**config.mk**
```make
export PLATFORM = sky130hd
export DESIGN_NAME = sipo_deserializer
export DESIGN_NICKNAME = d
export VERILOG_FILES = /design/src/rtl/sipo_deserializer.sv
export SDC_FILE = /design/constraint.sdc
export NUM_CORES = 1
export LEC_CHECK = 0
export CAP_MARGIN = 15
export CORE_MARGIN = 2
export CORE_UTILIZATION = 25
export CTS_CLUSTER_SIZE = 16
export DETAILED_ROUTE_END_ITERATION = 10
export GPL_TIMING_DRIVEN = 0
export SETUP_SLACK_MARGIN = 0.05
export SKIP_CTS_REPAIR_TIMING = 1
export SKIP_LAST_GASP = 1
export SLEW_MARGIN = 20
export SYNTH_ARGS = -nofsm -noshare
export SYNTH_HDL_FRONTEND = slang
export SYNTH_SLANG_ARGS = --single-unit
```
**constraint.sdc**
```tcl
create_clock -name clk -period 1.9 [get_ports clk]
set_input_delay 0.285 -clock clk [delete_from_list [all_inputs] [get_ports clk]]
set_output_delay 0.285 -clock clk [all_outputs]
set_load 0.05 [all_outputs]
```
**src/rtl/sipo_deserializer.sv**
```systemverilog
// Serial-in/parallel-out deserializer. Collects an MSB-first bit stream into
// WIDTH-bit words and presents them on a valid/ready port. The shift register
// keeps accepting bits while a word waits in the output register. A completed
// word that finds the output still occupied and unconsumed is dropped, and the
// sticky overrun flag is set.
module sipo_deserializer #(
  parameter int unsigned WIDTH = 8
) (
  input  logic             clk,
  input  logic             reset,
  input  logic             clear,
  input  logic             din,
  input  logic             din_valid,
  output logic [WIDTH-1:0] dout,
  output logic             dout_valid,
  input  logic             dout_ready,
  output logic             busy,
  output logic             overrun
);

  localparam int unsigned     CntW    = $clog2(WIDTH);
  localparam logic [CntW-1:0] LastCnt = CntW'(WIDTH - 1);

  typedef enum logic [0:0] {StIdle, StShift} state_e;

  state_e           state_q, state_d;
  logic [CntW-1:0]  cnt_q, cnt_d;
  // Only WIDTH-1 bits are stored; the final bit of a word comes straight from din.
  logic [WIDTH-2:0] sh_q, sh_d;
  logic [WIDTH-1:0] dout_q, dout_d;
  logic             valid_q, valid_d;
  logic             ovr_q, ovr_d;

  logic             accept;
  logic             complete;
  logic [WIDTH-1:0] word;

  assign accept   = din_valid & ~clear;
  assign complete = accept & (cnt_q == LastCnt);
  assign word     = {sh_q, din};

  // FSM next state and bit counter; clear takes priority over an incoming bit.
  always_comb begin
    state_d = state_q;
    cnt_d   = cnt_q;
    sh_d    = sh_q;
    if (clear) begin
      state_d = StIdle;
      cnt_d   = '0;
    end else if (accept) begin
      sh_d = word[WIDTH-2:0];
      if (complete) begin
        state_d = StIdle;
        cnt_d   = '0;
      end else begin
        state_d = StShift;
        cnt_d   = cnt_q + CntW'(1);
      end
    end
  end

  // Output register, handshake and overrun detection.
  always_comb begin
    dout_d  = dout_q;
    valid_d = valid_q;
    ovr_d   = ovr_q;
    if (complete) begin
      if (!valid_q || dout_ready) begin
        dout_d  = word;
        valid_d = 1'b1;
      end else begin
        ovr_d = 1'b1;
      end
    end else if (valid_q && dout_ready) begin
      valid_d = 1'b0;
    end
  end

  // State registers with asynchronous reset.
  always_ff @(posedge clk or posedge reset) begin
    if (reset) begin
      state_q <= StIdle;
      cnt_q   <= '0;
      sh_q    <= '0;
      dout_q  <= '0;
      valid_q <= 1'b0;
      ovr_q   <= 1'b0;
    end else begin
      state_q <= state_d;
      cnt_q   <= cnt_d;
      sh_q    <= sh_d;
      dout_q  <= dout_d;
      valid_q <= valid_d;
      ovr_q   <= ovr_d;
    end
  end

  assign dout       = dout_q;
  assign dout_valid = valid_q;
  assign busy       = (state_q == StShift);
  assign overrun    = ovr_q;

endmodule

```
== Word-level counts from Yosys, hierarchy flattened ==
Cells that the tools add are included.

* Bits in writable memories: 0
* Bits in read-only memories: 0
* Word-level logic and storage cells: 31
* Flip-flop bits (word level): 21
* Latch bits: 0
* Output and inout port bits: 11
* Bits of input ports: 6
* Memories kept: 0

* Multipliers: 0
* Bitwise logic cells: 4
* Equality and inequality tests: 2
* Order comparisons: 0
* Reductions and logical operators: 9
* Add/subtract/negate cells: 1
* Mux-type cells: 9
* Divide/modulo/power cells: 0
* Shift operators: 0

{| class="wikitable"
|+ Operator list
! cell !! number
|-
| $mux 3 || 3
|-
| $reduce_and 2->1 || 4
|-
| $mux 1 || 6
|-
| $reduce_bool 2->1 || 2
|-
| $add 3x1->3 const B || 1
|-
| $eq 3x3->1 const B || 1
|-
| $and 1x1->1 || 2
|-
| $ne 2x1->1 const B || 1
|-
| $not 1->1 || 2
|-
| $logic_and 1x1->1 || 1
|-
| $logic_not 1->1 || 1
|-
| $logic_or 1x1->1 || 1
|}

== Depth between registers and ports, before layout ==
Gate-level depths: netlist of run 1.

* Depth in word-level cells: 6
* Mapped depth: 5
* Mapped depth without buffers: 5

== Least setup slack after synthesis of run 1 ==
Ideal clock, no wire load.

* Kind: register to register
* Start point: reg valid_q (netlist: dout_valid)
* End point: reg dout_q[0] (netlist: dout[0])
* Data required time: 1.775 ns
* Cell stages (with the launch flop): 4
* Path slack: 0.405 ns
* Path buffers: 0
* Arrival time: 1.370 ns
* Cells stage by stage: dfrtp_1 and2b_1 nor2_8 mux2_4

* Cells in the longest elaborated chain, start to end: 3

{| class="wikitable"
|+ Ends and longest elaborated chain
! item !! RTL line !! text
|-
| start: declaration || 31 || <nowiki>logic valid_q, valid_d;</nowiki>
|-
| start signal: assignment || 93 || <nowiki>valid_q <= valid_d;</nowiki>
|-
| $logic_not 1->1 || 68 || <nowiki>if (!valid_q || dout_ready) begin</nowiki>
|-
| $logic_or 1x1->1 || 68 ||
|-
| $reduce_and 2->1 (no source line) || - ||
|-
| end signal: assignment || 92 || <nowiki>dout_q <= dout_d;</nowiki>
|-
| end: declaration || 30 || <nowiki>logic [WIDTH-1:0] dout_q, dout_d;</nowiki>
|}

Every way passes these cells.
A chain may end at the register's enable or synchronous reset.

== Worst setup path in the final report of run 1 ==
* Start point: reg dout_q[4] (netlist: dout[4])
* End point: out dout[4]

{| class="wikitable"
|+ RTL lines
! item !! RTL line !! text
|-
| end: declaration || 14 || <nowiki>output logic [WIDTH-1:0] dout,</nowiki>
|}

No word-level cell between the ends.

==> impl_metrics.yaml, run 1 <==
pwr:
  cellPowerDensity_nw_per_um2: 830
  p_leak_nw: 0.575
  ir_drop_mv: 0.415
  report.power.total_mw: 0.987
sta:
  setup_tns_ns: 0
  worstMarginPinSlew_ns: 0.786
  clock.fmax_mhz: 584
  rsz0062_at_grt: "false"
  maxSlewHeadroom_pct: 47.5
  period_needed_ns: 1.71
  drv_slew: 0
  layout_worst_path_cycle_share_pct: 90.2
  timing_hold_violations_final: 0
  final.setup.worst_slack_ns: 0.187
  setup_viol_count_final: 0
  clock_skew_ns: 0.00199
setup_path:
  critical-path-max-stage-delay_ns: 0.81
  cp-end-kind: "output pin"
  critPathTopFamily: "buffers and inverters"
  path_max_fanout: 2
  slowest_stage: "clkdlybuf4s50_1"
  cp.required_ns: 1.62
  path_depth: 1
  r2r_slack_ns: 0.34
  crit_arrival_ns: 1.43
  regToRegEndpoint: "dout[4]"
  r2r_cells: 5
  path_buf_inv: 1
  path_class: "flop to output pin"
  r2r-start: "cnt_q[0]"
  crit_path_start_kind: "flop"
  cp_cell_sequence: "clkdlybuf4s50_1"
layout:
  ff_latch_area_um2: 526
  fillCellCount: 363
  area_growth_pct: 28.7
  diodes: 0
  multi_input_area_um2: 384
  fin_cells: 125
  final_layout_size_suffix_gt1_share_pct: 28.6
  nNetsFinal: 86
status:
  status: "complete, no violations"
synth:
  synth_most_common_cell: "dfrtp_1"
  synth.area.top_cells: "dfrtp_1 57%, mux2_4 24%, nand2b_1 3.4%"
  synth_edf_count: 0
  async_flop_share_pct: 100
  synth_cell_type_count: 15
  avgSynthCellArea_um2: 16.2
  syn_inst: 57
  synth_commonest_cells: "21 x dfrtp_1, 15 x mux2_4, 5 x nand2b_1"
  ys.flop_type: "dfrtp_1"
  syn_nets: 65
  synth_area_leader_cell: "dfrtp_1"
  synth_warnings: 0
  synth-seq-cells: 21
  netlist_area_um2: 925
  yosys.area.top_type_share_pct: 56.8
  yosysSeqAreaShare_pct: 56.8
global_routing:
  gr-usage-met3_pct: 3.82
  grt_max_degree: 22
  grt_overflow_total: 0
  met2_usage_pct: 12.2
  grtUsageMet1_pct: 10.6
  grt_pass1_vias: 564
  busiest_layer: "met2"
  track_usage_pct: 8.10
  antenna_found_initial: 0
  grt_pass1_wl_um: 2590
floorplanning:
  die-area_um2: 4200
  ioPinCount: 17
  fp.dieW_um: 64.8
  coreArea_um2: 3610
  dieHeight_um: 64.8
  core.rowCount: 22
  start_util_pct: 25.6
clock_network:
  cts_buffer_depth: 2
  cts-root-buf: "clkbuf_8"
  cts_tree: "built"
  clk_latency_ns: 0.26
  cts.sinks: 21
  htreeDepth: 1
  clkSlewWorstSetupHoldPaths_ns: 0.07
  cts_inserted_buffers: 3
route:
  drc: 0
  postRouteAntennaNets: 0
  vias: 503
  wl_per_cell_um: 12.0
  wirelength_um: 1500
  initialDrtViolationCount: 3
  firstDrtPassIters: 3
  vias_per_cell: 4.02
place:
  gp_congestion: 0.777
  pre_cts_slack_ns: 0.113
  post-place-cells: 121
  hpwl_um: 1080
  io_buffers: 16
hold_path:
  holdCritPathClass: "input pin to async pin"
run:
  cap_violations: 0
-- power by group --
part | total (mW) | internal [mW] | switching [mW]
logic | 0.145 | 0.101 | 0.0441
registers | 0.555 | 0.509 | 0.0460
clock network | 0.287 | 0.149 | 0.138
total | 0.987 | 0.759 | 0.228
-- area by class of cell --
cell class / instances / share of cell area [%]
buffer: 1 / 0.631
clock buffer: 4 / 3.79
inverter: 2 / 0.631
multi-input combinational: 33 / 32.3
sequential: 21 / 44.2
tap: 48 / 5.05
timing repair buffer: 16 / 13.5
-- layout by cell type, fill, tap and decap left out, drive strengths merged --
cell type | synthesis | final
clkbuf | 0 | 4
nand3b | 2 | 2
and2b | 1 | 1
nand2b | 5 | 5
a31o | 1 | 1
nor2 | 3 | 3
ha | 2 | 2
dfrtp | 21 | 21
a21oi | 2 | 2
buf | 1 | 1
clkdlybuf4s50 | 0 | 16
mux2 | 16 | 16
mux2i | 1 | 1
inv | 2 | 2
-- per-layer routing --
layer	vias to the layer above	share of wire (%)
li1	233	-
met5	-	0
met3	0	5.7
met2	14	49
met1	256	46
met4	0	0
-- cells by family after synthesis --
| group | synth area share [%] |
|---|---|
| DFF | 56.8 |
| AOI/OAI and AO/OA | 2.03 |
| adders and majority gates | 2.71 |
| and+or+nand+nor | 10.1 |
| muxes | 26.7 |
| buffers and inverters | 1.62 |
-- worst register-to-register path, stage by stage (launching register included) --
cell      delay, ns
dfrtp_1        0.36
ha_1           0.16
ha_1           0.25
nand3b_4       0.13
nor2_8         0.22
mux2_4         0.33
-- state kept, by name, indices dropped and copies added (netlist names) --
name and count:
dout 8, cnt_q 3, busy 1, overrun 1, sh_q 7, dout_valid 1
-- worst max path at each step --
| stage | start | endpoint |
|---|---|---|
| CTS | overrun | overrun |
| finish | dout[4] | dout[4] |
| global route | overrun | overrun |
| global placement | din_valid | dout[1] |
| detailed placement | din_valid | dout[4] |
| floorplan | dout_valid | dout[0] |
-- per-stage QoR --
| step | area, um2 | utilization, % | hold slack [ns] |
|---|---|---|---|
| 6_report | 1190 | 33.0 | 0.479 |
| 5_1_grt | 1190 | 33.0 | 0.541 |
| 4_1_cts | 1190 | 33.0 | 0.511 |
| 3_5_place_dp | 1140 | 31.7 | 0.501 |
| 3_3_place_gp | 1140 | 31.7 | 0.458 |
| 2_1_floorplan | 925 | - | 0.262 |
No activity file was read; power rests on OpenSTA's default activity.
==> run 2: changes to the inputs <==
--- a/config.mk
+++ b/config.mk
@@ -5,10 +5,9 @@
 export SDC_FILE = /design/constraint.sdc
 export NUM_CORES = 1
 export LEC_CHECK = 0
-export CAP_MARGIN = 15
 export CORE_MARGIN = 2
 export CORE_UTILIZATION = 25
-export CTS_CLUSTER_SIZE = 16
+export CTS_CLUSTER_SIZE = 28
 export DETAILED_ROUTE_END_ITERATION = 10
 export GPL_TIMING_DRIVEN = 0
 export SETUP_SLACK_MARGIN = 0.05
==> results of run 2 <==
The final DEF is identical to that of run 1; final timing and power are the same.
